==> src/rtl/pic_priority_isr.sv <==
// Priority resolver and in-service register for an 8259-style interrupt
// controller. Arbitrates masked requests under fully-nested or rotating
// priority, runs the two-pulse INTA acknowledge sequence and retires
// in-service levels on EOI or automatic EOI.
module pic_priority_isr #(
  parameter int NUM_IRQ = 8
) (
  input  logic               clk,
  input  logic               reset,
  input  logic [NUM_IRQ-1:0] irr,
  input  logic               automatic_rotate,
  input  logic               auto_eoi,
  input  logic [4:0]         vector_base,
  input  logic               inta,
  input  logic               eoi,
  input  logic               specific_eoi,
  input  logic [2:0]         eoi_level,
  output logic               int_out,
  output logic [NUM_IRQ-1:0] isr,
  output logic [NUM_IRQ-1:0] clear_irr,
  output logic [7:0]         vector,
  output logic               vector_valid
);

  typedef enum logic [0:0] {IDLE, ACK1} state_t;

  state_t             state, state_next;
  logic [2:0]         lowest_prio, lowest_prio_next;
  logic [2:0]         ack_level, ack_level_next;
  logic               spurious, spurious_next;
  logic [NUM_IRQ-1:0] isr_next, clear_irr_next;
  logic [7:0]         vector_next;
  logic               vector_valid_next, int_out_next;

  logic [3:0]         req_pick, isr_pick;
  logic [2:0]         req_level, isr_level;
  logic               eligible;

  // Rank of the first set bit of vec when scanning upward from lp+1 with
  // wrap-around. Bit 3 flags that any bit was found, bits [2:0] give the
  // rank (0 = highest priority), so ranks compare directly.
  function automatic logic [3:0] first_set(input logic [7:0] vec,
                                           input logic [2:0] lp);
    logic [15:0] dbl;
    logic [3:0]  shift;
    logic [3:0]  r;
    shift = {1'b0, lp} + 4'd1;
    dbl   = {vec, vec} >> shift;
    r     = 4'd0;
    for (int i = 7; i >= 0; i--) begin
      if (dbl[i]) r = {1'b1, 3'(i)};
    end
    return r;
  endfunction

  // Priority resolution on the current request and in-service vectors.
  always_comb begin
    req_pick  = first_set(irr, lowest_prio);
    isr_pick  = first_set(isr, lowest_prio);
    req_level = lowest_prio + 3'd1 + req_pick[2:0];
    isr_level = lowest_prio + 3'd1 + isr_pick[2:0];
    eligible  = req_pick[3] && (!isr_pick[3] || (req_pick[2:0] < isr_pick[2:0]));
  end

  // Next-state and output logic for the acknowledge FSM and EOI handling.
  always_comb begin
    state_next        = state;
    isr_next          = isr;
    lowest_prio_next  = lowest_prio;
    ack_level_next    = ack_level;
    spurious_next     = spurious;
    clear_irr_next    = '0;
    vector_next       = vector;
    vector_valid_next = 1'b0;
    int_out_next      = 1'b0;

    // EOI targets come from the pre-update isr; a same-cycle INTA set
    // below overrides the clear.
    if (specific_eoi) begin
      isr_next[eoi_level] = 1'b0;
      if (automatic_rotate) lowest_prio_next = eoi_level;
    end else if (eoi && isr_pick[3]) begin
      isr_next[isr_level] = 1'b0;
      if (automatic_rotate) lowest_prio_next = isr_level;
    end

    case (state)
      IDLE: begin
        if (inta) begin
          state_next = ACK1;
          if (eligible) begin
            ack_level_next           = req_level;
            spurious_next            = 1'b0;
            isr_next[req_level]      = 1'b1;
            clear_irr_next[req_level] = 1'b1;
          end else begin
            ack_level_next = 3'd7;
            spurious_next  = 1'b1;
          end
        end else begin
          int_out_next = eligible;
        end
      end
      ACK1: begin
        if (inta) begin
          state_next        = IDLE;
          vector_next       = {vector_base, ack_level};
          vector_valid_next = 1'b1;
          if (auto_eoi && !spurious) begin
            isr_next[ack_level] = 1'b0;
            if (automatic_rotate) lowest_prio_next = ack_level;
          end
        end
      end
      default: state_next = IDLE;
    endcase
  end

  // State and output registers; reset aborts any acknowledge in progress.
  always_ff @(posedge clk or posedge reset) begin
    if (reset) begin
      state        <= IDLE;
      isr          <= '0;
      lowest_prio  <= 3'd7;
      ack_level    <= 3'd0;
      spurious     <= 1'b0;
      clear_irr    <= '0;
      vector       <= 8'd0;
      vector_valid <= 1'b0;
      int_out      <= 1'b0;
    end else begin
      state        <= state_next;
      isr          <= isr_next;
      lowest_prio  <= lowest_prio_next;
      ack_level    <= ack_level_next;
      spurious     <= spurious_next;
      clear_irr    <= clear_irr_next;
      vector       <= vector_next;
      vector_valid <= vector_valid_next;
      int_out      <= int_out_next;
    end
  end

endmodule

==> config.mk <==
export PLATFORM = sky130hd
export DESIGN_NAME = pic_priority_isr
export DESIGN_NICKNAME = d
export VERILOG_FILES = /design/src/rtl/pic_priority_isr.sv
export SDC_FILE = /design/constraint.sdc
export NUM_CORES = 1
export LEC_CHECK = 0
export CAP_MARGIN = 10
export CORE_MARGIN = 2
export CORE_UTILIZATION = 40
export CTS_CLUSTER_SIZE = 25
export DETAILED_ROUTE_END_ITERATION = 16
export MAX_ROUTING_LAYER = met4
export PLACE_DENSITY = 0.61
export SYNTH_ARGS = -nofsm -noshare
export SYNTH_HDL_FRONTEND = slang
export SYNTH_SLANG_ARGS = --single-unit
export TNS_END_PERCENT = 50
==> constraint.sdc <==
create_clock -name clk -period 5.89 [get_ports clk]
set_input_delay 0.589 -clock clk [delete_from_list [all_inputs] [get_ports clk]]
set_output_delay 0.589 -clock clk [all_outputs]
set_load 0.02 [all_outputs]
### Yosys cells after proc, flatten, opt, wreduce, memory -nomap -nowiden

Cells that the tools add are included.

| operators by class | value |
|---|---|
| mux-type cells | 50 |
| add/subtract/negate cells | 4 |
| bitwise gates (word level) | 8 |
| order comparisons | 9 |
| shifts and indexed selects | 2 |
| reductions and logical operators | 12 |

Operators with widths:

| kind | count |
|---|---|
| 8-bit 2-to-1 mux | 9 |
| 4-bit 2-to-1 mux | 16 |
| 16-bit by 4-bit >> shifter with 8-bit output | 2 |
| 3-bit 2-to-1 mux | 9 |
| 8-bit AND | 3 |
| 8-bit NOT | 3 |
| 3-bit by 4-bit less-than comparator with 1-bit output, second input constant | 4 |
| 8-bit case mux with 2 select lines | 1 |
| 1-bit demux with 3-bit select | 4 |
| 3-bit by 1-bit greater-or-equal comparator with 1-bit output, second input constant | 4 |
| 1-bit 2-to-1 mux | 10 |
| 8-bit bitwise OR | 1 |
| 1-bit logical AND | 7 |
| 3-bit adder | 2 |
| 3-bit by 1-bit adder with 4-bit output, second input constant | 1 |
| 2-bit AND reduction | 2 |
| 3-bit by 1-bit adder with 3-bit output, second input constant | 1 |
| 3-bit less-than comparator | 1 |
| 1-bit logical NOT | 2 |
| 1-bit case mux with 2 select lines | 1 |
| 1-bit logical OR | 1 |
| 1-bit NOT | 1 |

| word-level totals | value |
|---|---|
| bits in registers | 34 |
| bits of input ports | 23 |
| output and inout bits | 26 |

### Longest topological paths before layout

Gate-level depths: netlist (run 1).

| depth | value |
|---|---|
| depth after elaboration | 23 |
| mapped depth | 16 |
| depth with buffers taken out | 13 |

### Worst setup path before layout (run 1)

No wires, ideal clock.

| timing path | value |
|---|---|
| path type | reg-to-reg |
| start point | register lowest_prio[1] |
| end point | register isr[3] |
| setup time | 0.093 ns |
| clock period less this slack | 3.386 ns |
| buffers on the path | 2 |
| arrival | 3.293 ns |
| stages on the path, launching flop included | 12 |
| data required time | 5.797 ns |
| setup slack | 2.504 ns |
| cell sequence | dfstp_2 clkbuf_1 mux4_2 nor3_2 nor2_1 a221o_1 a221oi_2 inv_1 ha_1 clkbuf_1 clkinv_1 o31ai_2 |

| on the way | value |
|---|---|
| longest elaborated chain between the ends | 23 |
| elaborated cells on any way between the ends | 48 |
| those cells by class | add/sub: 4; order compare: 5; shift: 2; mux: 27; bitwise: 4; reduce/logical: 6 |

Ends and longest elaborated chain:

| what | RTL line | text |
|---|---|---|
| from (decl) | 28 | `logic [2:0] lowest_prio, lowest_prio_next;` |
| from (signal assigned) | 134 | `lowest_prio <= lowest_prio_next;` |
| 3-bit by 1-bit adder with 4-bit output | 47 | `shift = {1'b0, lp} + 4'd1;` |
| 16-bit by 4-bit >> shifter with 8-bit output | 48 | `dbl = {vec, vec} >> shift;` |
| 4-bit 2-to-1 mux (8 in series) | 51 | `if (dbl[i]) r = {1'b1, 3'(i)};` |
| 3-bit adder | 61 | `isr_level = lowest_prio + 3'd1 + isr_pick[2:0];` |
| 3-bit by 4-bit less-than comparator with 1-bit output (implied by the code) or 3-bit by 1-bit greater-or-equal comparator with 1-bit output (tied branches) | 83 | `isr_next[isr_level] = 1'b0;` |
| 1-bit logical AND (implied by the code) | 83 |  |
| 1-bit 2-to-1 mux (implied by the code) | 83 |  |
| 1-bit demux with 3-bit select | 83 |  |
| 8-bit NOT (no line) | - |  |
| 8-bit AND (no line) | - |  |
| 8-bit 2-to-1 mux | 82 | `end else if (eoi && isr_pick[3]) begin` |
| 8-bit 2-to-1 mux | 79 | `if (specific_eoi) begin` |
| 8-bit AND (no line) or 8-bit bitwise OR (tied branches) | - |  |
| 8-bit 2-to-1 mux (on tied branches) | 109, 91 |  |
| 8-bit 2-to-1 mux (on tied branches) | 105, 89 |  |
| 8-bit case mux with 2 select lines (*) | 87 | `case (state)` |
| named net isr_next[3] | 31 | `logic [NUM_IRQ-1:0] isr_next, clear_irr_next;` |
| to (signal assigned) | 133 | `isr <= isr_next;` |
| to (decl) | 19 | `output logic [NUM_IRQ-1:0] isr,` |

Mark *: on every way through the listed nets, which the timed path passes. The rest lies on a longest branch.
A chain may end at the register's enable or synchronous reset.

### Final worst setup path (run 1)

| timing path | value |
|---|---|
| start point | register lowest_prio[0] |
| end point | register isr[2] |

The elaborated chain is that of the path after synthesis.

==> results.md, run 1 <==
| Item | This run | Unit |
|---|---|---|
| Type of element capturing the critical path | flop | - |
| Critical path class | flop to flop | - |
| HPWL after DPL | 6170 | um |
| Number of buffers inserted to repair setup after CTS | 0 | - |
| Die area | 8630 | sq um |
| Residual overflow from global routing | 0 | - |
| Synth top area cells | dfrtp_1, mux4_2, mux2_2 | - |
| Later-pin clock latency in the skew report | 0.28 | ns |
| Via count of the first global-routing pass | 2748 | - |
| Cell types with the highest counts after synthesis | dfrtp_1, nand2_1, nand3_1 | - |
| Starting utilization of the core area | 0.411 | - |
| Clock transition at the register clock pins on the worst setup and hold paths after CTS | 0.07 | ns |
| Total Negative Setup Slacks | 0 | ns |
| Crit path arrival time | 4.42 | ns |
| Ant diodes | 0 | - |
| Largest net degree at the start of global routing | 39 | - |
| Proportion of synthesized chip area in sequential cells | 0.270 | - |
| Fraction of synthesized cell area in xor and xnor cells | 0.0139 | - |
| Required time of the critical path | 6.08 | ns |
| GR Layer Usage met2 | 0.303 | - |
| EDFF count, synth | 0 | - |
| Layout area overhead | 19.5 | % |
| CTS tree | done | - |
| Total wire length after detailed routing | 8160 | um |
| Critical Path Fanout Max | 38 | - |
| Number of ports placed on the die boundary | 49 | - |
| Pwr Density | 673 | nW/um^2 |
| Pwr Total | 2.54 | mW |
| Global routing usage summed across all routing layers | 0.199 | - |
| Number of DRC violations after detailed routing | 0 | - |
| Class of the tightest hold or removal check | flop to flop | - |
| Number of antenna-violating nets in the routed design | 0 | - |
| Adder-cell share of the synthesized area | 0.0404 | - |
| Instance count of the mapped netlist | 343 | - |
| Final max-slew violation count | 0 | - |
| Y dimension of the die | 92.9 | um |
| Share of async-settable or async-resettable flops after synthesis | 1.00 | - |
| Count of buffers inserted at the top-level ports | 48 | - |
| Max_slew headroom | 0.472 | - |
| Layout cell share with drive strength beyond 1 | 0.164 | - |
| Number of buffers created by CTS | 5 | - |
| Synth Area in Compound Gates | 0.222 | - |
| Met3 track utilization from global routing | 0.0228 | - |
| Number of antenna violations at the first check in global routing | 0 | - |
| Synth Flop Type | dfrtp_1 | - |
| Outcome | finished, final reports clean | - |
| Worst vdd ir | 0.366 | mV |
| Setup repair after global routing missed its margin | no | - |
| Final setup fails | 0 | - |
| Synth area leader | dfrtp_1 | - |
| Total of cells resized after clock tree synthesis | 0 | - |
| Hold buffer count at cts | 0 | - |
| Area share of and/or/nand/nor cells after synthesis | 0.233 | - |
| Crit path time final | 4.23 | ns |
| Post-synthesis area per instance | 9.22 | sq um |
| DIE WIDTH | 92.9 | um |
| Syn_nets | 375 | - |
| Summed instance area of the synthesized netlist | 3160 | sq um |
| Number of sinks on the clock net | 34 | - |
| Number of synthesized register bits | 34 | - |
| Multiplexer fraction of the synthesized cell area | 0.168 | - |
| Violation count after the first detailed-routing iteration | 196 | - |
| Combinational family with the most area after synthesis | simple AND/OR/NAND/NOR gates | - |
| Routing layer with the top usage in global route | met2 | - |
| Num rows | 32 | - |
| Via count | 2908 | - |
| Max_cap viols | 0 | - |
| Min Hold Slack | 0.510 | ns |
| Buffer cell driving the clock tree root | clkbuf_8 | - |
| Yosys warning count | 0 | - |
| DR vias/cell | 5.98 | - |
| Highest attainable clock frequency | 236 | MHz |
| Final estimated routing congestion in global placement | 0.901 | - |
| Reported leakage power | 1.45 | nW |
| Largest buffer count on any clock path | 2 | - |
| Yosys top cell area share | 0.245 | - |
| Crit start category | flop | - |
| Routed wirelength normalized by instance count | 16.8 | um |
| Number of optimization iterations in the first detailed-route pass | 4 | - |
| Yosys cell types | 61 | - |
| H-Tree Level Count | 2 | - |
| Net total in the final layout | 415 | - |
| Most common cell in the netlist | dfrtp_1 | - |
| Transition time at the pin with the least slew margin | 0.792 | ns |
| Number of failing hold endpoints at the final stage | 0 | - |
| Final period utilization | 0.719 | - |
| Global routing met1 resource utilization | 0.280 | - |
| Setup clock skew after layout | 0.00265 | ns |
| Total of fill cells in the finished design | 743 | - |
| Core footprint | 7690 | sq um |
| Global-route wire length before repair | 13400 | um |
worst max-delay path: stages (launching register included):
cell	delay, ns
dfstp_2	1.05
mux4_2	0.62
nor3_2	0.15
nor2_1	0.10
a221o_1	0.28
a221oi_2	0.31
inv_1	0.08
ha_1	0.18
inv_1	0.06
fa_1	0.18
xnor2_1	0.08
xnor2_1	0.42
nand4_1	0.34
o31ai_2	0.27
power breakdown:
group          total, mW  internal, mW  switching (mW)
logic               1.83         0.781            1.05
clock network      0.175        0.0938          0.0815
registers          0.538         0.340           0.198
layer usage:
layer | routed length [um] | up-vias
met1 | 3770 | 1399
met3 | 558 | 14
met2 | 3670 | 114
met4 | 156 | 0
met5 | 0 | -
li1 | - | 1381
through the flow:
stage / utilization / area [sq um] / setup WS, ns / instances
finish: 0.492 / 3780 / 1.66 / 486
global route: 0.492 / 3780 / 1.35 / 486
CTS: 0.490 / 3770 / 1.43 / 485
detailed placement: 0.478 / 3670 / 1.45 / 477
global placement: 0.478 / 3670 / 1.56 / 477
floorplan: - / 3160 / 2.50 / 343
cells in the final DEF (no fill, tap or decap), drive strengths merged, types with 3 or more instances in the layout:
cell type,count
clkdlybuf4s50,48
dfrtp,31
nand2,23
nand3,22
nor2,19
o21ai,18
mux2,18
nor3,18
nand2b,17
inv,14
a21oi,13
nor2b,12
o31ai,12
mux4,11
mux2i,8
nor4,8
a31oi,7
ha,7
a211oi,7
and3,6
clkbuf,6
o21bai,3
nand4,3
xnor2,3
o221a,3
o22a,3
dfstp,3
clkinv,3
o22ai,3
registers in the layout, indices dropped and copies added (netlist names), 3 cells and up:
register,count
lowest_prio,3
clear_irr,8
ack_level,3
isr,8
vector,8
cell type report:
type / count / area (sq um) / area share
clock buffers: 6 / 82.6 / 0.0219
multi-input cells: 276 / 2140 / 0.567
repair buffers: 50 / 499 / 0.132
well taps: 102 / 128 / 0.0338
inverters: 16 / 60.1 / 0.0159
clock inverters: 2 / 12.5 / 0.00331
flip-flops and latches: 34 / 855 / 0.226
final timing paths:
check	startpoint	endpoint	slack, ns	cells after the start
max	lowest_prio[0]	isr[2]	1.66	13
min reg2reg	vector[6]	vector[6]	0.51	1
max in group asynchronous	reset	lowest_prio[0]	4.87	3
min in group asynchronous	reset	clear_irr[3]	0.69	3
max reg2reg	lowest_prio[0]	isr[2]	1.66	13
min	vector[6]	vector[6]	0.51	1
cell families after synthesis:
group                      Yosys count
buffers and inverters               33
adders and majority gates            9
AOI/OAI and AO/OA                   91
xor gates and xnor gates             5
and+or+nand+nor                    134
DFF                                 34
muxes                               37
Note: power is estimated with default switching activity, not from simulation.
==> run 2: changes to the inputs <==
--- a/config.mk
+++ b/config.mk
@@ -11,7 +11,7 @@
 export CTS_CLUSTER_SIZE = 25
 export DETAILED_ROUTE_END_ITERATION = 16
 export MAX_ROUTING_LAYER = met4
-export PLACE_DENSITY = 0.61
+export PLACE_DENSITY = 0.64
 export SYNTH_ARGS = -nofsm -noshare
 export SYNTH_HDL_FRONTEND = slang
 export SYNTH_SLANG_ARGS = --single-unit
==> constraint.sdc (replaced) <==
create_clock -name clk -period 3.4 [get_ports clk]
set_input_delay 0.34 -clock clk [delete_from_list [all_inputs] [get_ports clk]]
set_output_delay 0.34 -clock clk [all_outputs]
set_load 0.02 [all_outputs]
==> results.md, run 2 (same netlist as run 1, synthesis figures left out) <==
| Item | This run | Unit | Change |
|---|---|---|---|
| Residual overflow from global routing | 0 | - | unchanged |
| DIE WIDTH | 92.9 | um | unchanged |
| Violation count after the first detailed-routing iteration | 288 | - | +47% |
| Largest buffer count on any clock path | 2 | - | unchanged |
| Crit path arrival time | 3.79 | ns | -0.63 ns |
| Clock transition at the register clock pins on the worst setup and hold paths after CTS | 0.07 | ns | about the same |
| H-Tree Level Count | 2 | - | unchanged |
| Final max-slew violation count | 0 | - | unchanged |
| Crit start category | flop | - |  |
| Number of failing hold endpoints at the final stage | 0 | - | unchanged |
| CTS tree | done | - |  |
| Number of ports placed on the die boundary | 49 | - | unchanged |
| Largest net degree at the start of global routing | 35 | - | -10% |
| Crit path time final | 3.60 | ns | -0.628 ns |
| Setup repair after global routing missed its margin | yes | - |  |
| Timing startpoint of the critical path | lowest_prio[0] | - |  |
| Class of the tightest hold or removal check | input pin to asynchronous set/reset pin | - |  |
| Max_cap viols | 0 | - | unchanged |
| Y dimension of the die | 92.9 | um | unchanged |
| Start of the worst register-to-register path | lowest_prio[0] | - |  |
| Via count of the first global-routing pass | 3128 | - | +14% |
| Total placed instance area | 4110 | sq um | +12% |
| Critical path class | flop to flop | - |  |
| Routed wirelength normalized by instance count | 18.2 | um | +8.5% |
| Number of optimization iterations in the first detailed-route pass | 5 | - | +1 |
| Die area | 8630 | sq um | unchanged |
| Violated checks | setup timing | - |  |
| Transition time at the pin with the least slew margin | 0.755 | ns | -0.0369 ns |
| Register-to-register setup slack | -0.20 | ns | -1.86 ns |
| Global routing usage summed across all routing layers | 0.234 | - | +0.0358 |
| Via count | 3285 | - | +13% |
| Num rows | 32 | - | unchanged |
| Core footprint | 7690 | sq um | unchanged |
| Layout cell share with drive strength beyond 1 | 0.394 | - | +0.230 |
| Commonest cells after routing, fill and taps aside | buf_4, clkdlybuf4s50_1, dfrtp_1 | - |  |
| Final period utilization | 1.06 | - | +0.342 |
| Post-layout worst setup margin | -0.205 | ns | -1.86 ns |
| Highest attainable clock frequency | 277 | MHz | +17% |
| Final setup fails | 21 | - | +21 |
| Hold buffer count at cts | 0 | - | unchanged |
| Setup clock skew after layout | 0.00651 | ns | +0.00387 ns |
| Worst reg2reg path endpoint | isr[7] | - |  |
| Total wire length after detailed routing | 10200 | um | +25% |
| Count of buffers inserted at the top-level ports | 48 | - | unchanged |
| Endpoint of the worst setup timing path | isr[7] | - |  |
| Later-pin clock latency in the skew report | 0.28 | ns | about the same |
| Number of DRC violations after detailed routing | 0 | - | unchanged |
| Number of antenna violations at the first check in global routing | 0 | - | unchanged |
| HPWL after DPL | 7200 | um | +17% |
| Global-route wire length before repair | 15800 | um | +18% |
| Number of sinks on the clock net | 34 | - | unchanged |
| Max_slew headroom | 0.494 | - | +0.0216 |
| Layout area overhead | 49.5 | % |  |
| Final estimated routing congestion in global placement | 0.975 | - | +8.2% |
| Starting utilization of the core area | 0.411 | - | unchanged |
| Number of buffers created by CTS | 5 | - | unchanged |
| Buffer cell driving the clock tree root | clkbuf_8 | - |  |
| Total Negative Setup Slacks | -2.97 | ns | -2.97 ns |
| Required time of the critical path | 3.59 | ns | -2.49 ns |
| Reg2reg path depth | 14 | - | +1 |
| Critical Path Fanout Max | 6 | - | -84% |
| Net total in the final layout | 490 | - | +18% |
| Outcome | complete, but fails checks | - |  |
| DR vias/cell | 5.86 | - | -2.1% |
| Type of element capturing the critical path | flop | - |  |
| Ant diodes | 0 | - | unchanged |
| Regs by FF count | clear_irr (8), isr (8), vector (8) | - |  |
| Number of antenna-violating nets in the routed design | 0 | - | unchanged |
| Most common cell after layout, fill and taps aside | buf_4 | - |  |
| Final instance area | 4730 | sq um | +25% |
-- run 2: final cells by class --
type / count / area [sq um]
Sequential cell: 34 / 855
Fill cell: 650 / 2960
Clock inverter: 2 / 12.5
Multi-Input combinational cell: 276 / 2440
Tap cell: 102 / 128
Clock buffer: 6 / 82.6
Inverter: 16 / 60.1
Timing Repair Buffer: 125 / 1150
-- run 2: through the flow --
stage	setup slack [ns]	utilization	instances	hold slack, ns
after detailed placement	-0.504	0.535	532	0.499
final	-0.205	0.615	561	0.443
after floorplan	0.0144	-	343	0.411
after global placement	-0.406	0.535	532	0.490
after global routing	-0.350	0.615	561	0.525
after CTS	-0.127	0.569	549	0.459
-- run 2: how the worst min path moves through the flow --
stage                     startpoint           end  slack (ns)  depth (start not counted)
final                          reset  clear_irr[3]        0.44                          3
after global routing           reset       int_out        0.53                          3
after CTS                      reset        isr[0]        0.46                          3
after detailed placement   vector[0]     vector[0]        0.50                          1
after global placement      spurious      spurious        0.49                          1
after floorplan                 inta       int_out        0.41                          1
-- run 2: critical path, stage by stage (launching register included) --
cell and delay, ns:
dfstp_2 0.67, mux4_2 0.60, nor3_4 0.17, nor2_2 0.07
a221o_1 0.29, a221oi_2 0.30, inv_1 0.08, ha_2 0.18
inv_2 0.05, fa_2 0.21, xnor2_2 0.10, xnor2_2 0.19
buf_4 0.16, nand4b_4 0.20, o31ai_2 0.25
-- run 2: timing repair --
item	CTS	global route
endpoints found under the hold margin	0	0
pin swaps	4	22
gates cloned	0	3
setup buffers	9	11
setup endpoints to repair	22	22
resized for setup	19	42
-- run 2: metal layers --
metal  vias to the layer above  part of all wire  global-route usage
met2                       132              0.48               0.369
met5                         -                 0                   -
met3                        16             0.061              0.0301
li1                       1537                 -                   -
met4                         0             0.014              0.0368
met1                      1600              0.45               0.332
Power of run 2 is not shown: default switching activity piles up to over one toggle a cycle in this logic, so the estimate is an artifact.
